[config.mk]
export PLATFORM = sky130hd
export DESIGN_NAME = johnson_decoder
export DESIGN_NICKNAME = d
export VERILOG_FILES = /design/src/rtl/johnson_pkg.sv /design/src/rtl/johnson_code_decode.sv /design/src/rtl/johnson_decoder.sv
export SDC_FILE = /design/constraint.sdc
export NUM_CORES = 1
export LEC_CHECK = 0
export CORE_MARGIN = 2
export CORE_UTILIZATION = 45
export CTS_BUF_LIST = sky130_fd_sc_hd__clkbuf_4
export DETAILED_ROUTE_END_ITERATION = 8
export HOLD_SLACK_MARGIN = 0.05
export PLACE_DENSITY = 0.74
export SETUP_SLACK_MARGIN = 0.3
export SLEW_MARGIN = 40
export SYNTH_ARGS = -nofsm -noshare
export SYNTH_HDL_FRONTEND = slang
export SYNTH_SLANG_ARGS = --single-unit
export TNS_END_PERCENT = 1
[constraint.sdc]
create_clock -name clk -period 5.2 [get_ports clk]
set_input_delay 0.78 -clock clk [delete_from_list [all_inputs] [get_ports clk]]
set_output_delay 0.78 -clock clk [all_outputs]
set_load 0.01 [all_outputs]
[src/rtl/johnson_pkg.sv]
// Shared types and constants for the Johnson code decoder.
// Default geometry matches the team's 5-bit Johnson counter.
package johnson_pkg;

  localparam int DEF_N     = 5;
  localparam int DEF_CODES = 2 * DEF_N;
  localparam int DEF_IW    = $clog2(DEF_CODES);

  typedef enum logic {
    UNLOCKED = 1'b0,
    LOCKED   = 1'b1
  } state_e;

  // Successor of idx in a ring of 'codes' phases (last phase wraps to 0).
  function automatic int unsigned next_idx(input int unsigned idx, input int unsigned codes);
    return (idx + 1 >= codes) ? 0 : idx + 1;
  endfunction

endpackage

[src/rtl/johnson_code_decode.sv]
// Combinational Johnson code word -> {legal, binary index}.
// No state; the caller registers the results.
module johnson_code_decode
  import johnson_pkg::*;
#(
  parameter int N  = DEF_N,
  parameter int IW = $clog2(2 * N)
) (
  input  logic [N-1:0]  code_in,
  output logic          legal,
  output logic [IW-1:0] idx
);

  localparam int CW = $clog2(N + 1);

  logic [CW-1:0] ntrans;
  logic [CW-1:0] pop;

  always_comb begin
    ntrans = '0;
    pop    = '0;
    for (int i = 0; i < N - 1; i++) begin
      ntrans = ntrans + CW'(code_in[i] ^ code_in[i+1]);
    end
    for (int i = 0; i < N; i++) begin
      pop = pop + CW'(code_in[i]);
    end
  end

  // A Johnson word is a single run of ones against a run of zeros: at most one edge.
  assign legal = (ntrans < CW'(2));

  // Second half of the ring counts down from 2N; modular arithmetic keeps 2N=2^IW correct.
  assign idx = code_in[N-1] ? (IW'(2 * N) - IW'(pop)) : IW'(pop);

endmodule

[src/rtl/johnson_decoder.sv]
// Registered Johnson decoder with sequence lock tracking, 1-cycle latency.
// Optional saturating error counter enabled by JOHNSON_DEC_ERRCNT_EN.
module johnson_decoder
  import johnson_pkg::*;
#(
  parameter  int N        = DEF_N,
  parameter  int LOCK_LEN = 2,
  localparam int CODES    = 2 * N,
  localparam int IW       = $clog2(CODES)
) (
  input  logic             clk,
  input  logic             rst,
  input  logic [N-1:0]     code_in,
  input  logic             code_valid,
  output logic [IW-1:0]    idx,
  output logic [CODES-1:0] onehot,
  output logic             idx_valid,
  output logic             legal,
  output logic             locked,
  output logic             seq_err
`ifdef JOHNSON_DEC_ERRCNT_EN
  ,
  output logic [7:0]       err_cnt
`endif
);

  logic             dec_legal;
  logic [IW-1:0]    dec_idx;

  state_e           state_q;
  logic [IW-1:0]    idx_q;
  logic [CODES-1:0] onehot_q;
  logic             idx_valid_q;
  logic             legal_q;
  logic             seq_err_q;
  logic             prev_ok_q;
  logic [3:0]       run_q;

  logic [IW-1:0]    succ_idx;
  logic             is_adv;
  logic             is_hold;
  logic             lose_lock;

  johnson_code_decode #(
    .N  (N),
    .IW (IW)
  ) u_decode (
    .code_in (code_in),
    .legal   (dec_legal),
    .idx     (dec_idx)
  );

  // idx_q only moves on legal samples, so it doubles as the previous legal index.
  assign succ_idx  = IW'(next_idx(32'(idx_q), CODES));
  assign is_adv    = prev_ok_q && (dec_idx == succ_idx);
  assign is_hold   = prev_ok_q && (dec_idx == idx_q);
  assign lose_lock = code_valid && (state_q == LOCKED) && !(dec_legal && (is_adv || is_hold));

  always_ff @(posedge clk) begin
    if (rst) begin
      state_q     <= UNLOCKED;
      idx_q       <= '0;
      onehot_q    <= '0;
      idx_valid_q <= 1'b0;
      legal_q     <= 1'b0;
      seq_err_q   <= 1'b0;
      prev_ok_q   <= 1'b0;
      run_q       <= '0;
    end else begin
      idx_valid_q <= code_valid;
      seq_err_q   <= 1'b0;
      if (code_valid) begin
        legal_q   <= dec_legal;
        prev_ok_q <= dec_legal;
        if (dec_legal) begin
          idx_q    <= dec_idx;
          onehot_q <= CODES'(1) << dec_idx;
        end else begin
          onehot_q <= '0;
        end
        case (state_q)
          UNLOCKED: begin
            if (!dec_legal) begin
              run_q <= '0;
            end else if (is_adv) begin
              run_q <= run_q + 4'd1;
              if (run_q + 4'd1 == 4'(LOCK_LEN)) begin
                state_q <= LOCKED;
              end
            end else if (!is_hold) begin
              run_q <= '0;
            end
          end
          LOCKED: begin
            if (lose_lock) begin
              state_q   <= UNLOCKED;
              seq_err_q <= 1'b1;
              run_q     <= '0;
            end
          end
          default: state_q <= UNLOCKED;
        endcase
      end
    end
  end

  assign idx       = idx_q;
  assign onehot    = onehot_q;
  assign idx_valid = idx_valid_q;
  assign legal     = legal_q;
  assign locked    = (state_q == LOCKED);
  assign seq_err   = seq_err_q;

`ifdef JOHNSON_DEC_ERRCNT_EN
  logic [7:0] err_cnt_q;
  logic       err_hit;

  // An illegal sample that also drops lock is a single event.
  assign err_hit = code_valid && (!dec_legal || lose_lock);

  always_ff @(posedge clk) begin
    if (rst) begin
      err_cnt_q <= '0;
    end else if (err_hit && (err_cnt_q != 8'hFF)) begin
      err_cnt_q <= err_cnt_q + 8'd1;
    end
  end

  assign err_cnt = err_cnt_q;
`endif

endmodule
==> results_dict.tcl <==
set metrics [dict create \
    cts_resized 0 \
    period_needed_ns 4.60 \
    routed_via_density 5.76 \
    r2r-start "idx[1]$_SDFFE_PP0P_" \
    post_cts_buffers 0 \
    critPathArrivalTime_ns 4.83 \
    worstSetupEndpointType "flip-flop" \
    gp_congestion 0.784 \
    clk_latency_ns 0.32 \
    drtAntennaViolNets 0 \
    grt_pass1_wl_um 6140 \
    cts-buffers-inserted 3 \
    ys_ff_latch 22 \
    r2r_slack_ns 2.78 \
    grt_max_degree 25 \
    track_usage_pct 19.0 \
    tightest_slew_ns 0.576 \
    synth_nets 200 \
    first_global_vias 1404 \
    clock_sinks 22 \
    syn_inst 182 \
    pwr-share-clk_pct 25.6 \
    drc_errors 0 \
    place_inst 243 \
    cp_data_required_time_ns 5.43 \
    overflow 0 \
    core_um2 3310 \
    outcome "finished clean" \
    post_layout_nonfiller_instances 247 \
    row_count 21 \
    yosysWarnings 0 \
    cts-root-buf "clkbuf_4" \
    drt_iter0_drc 76 \
    port-buffer-count 25 \
    slew_headroom_pct 61.6 \
    p_leak_uw 0.000666 \
    start_kind "primary input" \
    hold_class "flip-flop to flip-flop" \
    place_hpwl_um 2610 \
    num-nets-final 220 \
    seq_power_share_pct 35.1 \
    vias 1423 \
    fin_hold_ws_ns 0.509 \
    synth_flop_cell "dfxtp_1" \
    clock_path_buffers 2 \
    fmax_ghz 0.217 \
    comb_power_share_pct 39.3 \
    post-route-period-util_pct 88.5 \
    cts_hold_buf 0 \
    final_common_cell "nor2_1" \
    setup_tns_ns 0 \
    synth-async-reset-ratio_pct 0 \
    placed_area_um2 1790 \
    power_density_nw_per_um2 287 \
    rsz0062_at_grt "false" \
    synth-edff-count 0 \
    grt_antenna_before_repair 0 \
    ios 26 \
    die-area_um2 3910 \
    crit_type "primary input to flip-flop" \
    ir_drop_uv 191 \
    finalHoldViolations 0 \
    syn_area_um2 1540 \
    maxSlewViolCount 0 \
    layout-drive-gt1-share_pct 8.46 \
    wl_um 3560 \
    clk_pin_slew_ns 0.14 \
    switching_share_pct 36.1 \
    final_cell_mix "27 x nor2_1, 24 x clkdlybuf4s50_1, 22 x dfxtp_1, 12 x a21oi_1" \
    nFillCells 326 \
    synth_cell_types 55 \
    die-height_um 62.5 \
    drtPass1Iterations 4 \
    cp_max_fo 7 \
    drv_cap 0 \
    finalSetupViolCount 0 \
    diodes 0 \
    synth_seq_area_share_pct 28.6 \
    p_int_uw 338 \
    power_switching_uw 191 \
    clock_skew_ns 0.0132 \
    final_area_um2 1840 \
    cts_tree "yes" \
    cp-endpoint "run_q[3]$_SDFFE_PP0P_" \
    syn2layout_area_growth_pct 19.6 \
    h-tree-depth 1 \
    die_x_um 62.5 \
    avgSynthCellArea_um2 8.46 \
    start_util_pct 46.5 \
    r2r_cells 8 \
    routedWlPerCell_um 14.4 \
    cp-startpoint "code_in[0]" \
    r2r_end "locked$_SDFFE_PP0P_" \
]
## per-layer routing
metal / vias up / share of wire [%] / track usage [%]
met2: 45 / 48 / 32.4
li1: 697 / - / -
met1: 677 / 46 / 24.1
met3: 4 / 5.1 / 3.78
met5: - / 0 / 0
met4: 0 / 0.81 / 5.83
## worst min path at each step
stage | cells after the start | from | slack, ns | end
floorplan | 2 | prev_ok_q$_SDFFE_PP0P_ | 0.52 | prev_ok_q$_SDFFE_PP0P_
global placement | 2 | onehot[0]$_SDFFE_PP0P_ | 0.47 | onehot[0]$_SDFFE_PP0P_
detailed placement | 2 | onehot[4]$_SDFFE_PP0P_ | 0.48 | onehot[4]$_SDFFE_PP0P_
CTS | 2 | onehot[0]$_SDFFE_PP0P_ | 0.51 | onehot[0]$_SDFFE_PP0P_
global route | 2 | onehot[0]$_SDFFE_PP0P_ | 0.53 | onehot[0]$_SDFFE_PP0P_
finish | 2 | onehot[4]$_SDFFE_PP0P_ | 0.51 | onehot[4]$_SDFFE_PP0P_
## worst max-delay path, cell delays in order
cell and delay (ns):
clkdlybuf4s50_1 0.44, ha_1 0.35, inv_1 0.06, fa_1 0.43, inv_1 0.07, ha_1 0.13, inv_1 0.04, fa_1 0.58
inv_1 0.09, ha_1 0.34, mux2i_4 0.28, xnor2_1 0.16, nand4b_1 0.23, o311ai_0 0.41, nor4_1 0.10, a311o_1 0.33
## metrics by stage
step	total power [uW]	utilization (%)	worst slack [ns]
after floorplan	346	-	1.10
after global placement	388	54.2	0.488
after detailed placement	394	54.2	0.345
after CTS	527	55.8	0.662
after global routing	559	55.6	0.517
final	528	55.6	0.599
## kinds of logic after synthesis
logic type      share of synthesized area [%]
flops                                    28.6
simple gates                             23.6
fa+ha+maj                                9.10
buf+inv                                  5.93
xor+xnor                                 9.10
mux                                      1.46
compound gates                           22.2
## flip-flops by register name, indices dropped and copies added (netlist names)
signal / cells
onehot: 10
idx: 4
run_q: 4
idx_valid: 1
locked: 1
prev_ok_q: 1
seq_err: 1
## cell usage after synthesis (3+ instances only)
| master | count | area share, % |
|---|---|---|
| a221o_1 | 3 | 1.9 |
| xor2_1 | 6 | 3.4 |
| inv_1 | 10 | 2.4 |
| a21oi_1 | 12 | 3.9 |
| nor2_1 | 27 | 6.6 |
| xnor2_1 | 5 | 2.8 |
| ha_1 | 8 | 6.5 |
| nor4_1 | 3 | 1.2 |
| clkbuf_1 | 6 | 1.5 |
| nor3_1 | 10 | 3.2 |
| dfxtp_1 | 22 | 29 |
| o21ai_0 | 3 | 0.97 |
| nand2_1 | 10 | 2.4 |
| a32oi_1 | 4 | 2.3 |
## power by group through the flow
stage          clock, uW  combinational (uW)  sequential [uW]
3_5_place_dp           0                 205              189
4_1_cts              136                 206              185
6_report             135                 208              186
3_3_place_gp           0                 199              189
5_1_grt              145                 227              186
2_1_floorplan          0                 158              188
## final cells by class
| type | instances | area [um2] | area share, % |
|---|---|---|---|
| Multi-Input combinational cell | 140 | 1010 | 54.8 |
| Sequential cell | 22 | 440 | 23.9 |
| Clock inverter | 1 | 30.0 | 1.63 |
| Inverter | 10 | 37.5 | 2.04 |
| Tap cell | 46 | 57.6 | 3.12 |
| Clock buffer | 3 | 22.5 | 1.22 |
| Timing Repair Buffer | 25 | 245 | 13.3 |
No activity file was read; power rests on OpenSTA's default activity.
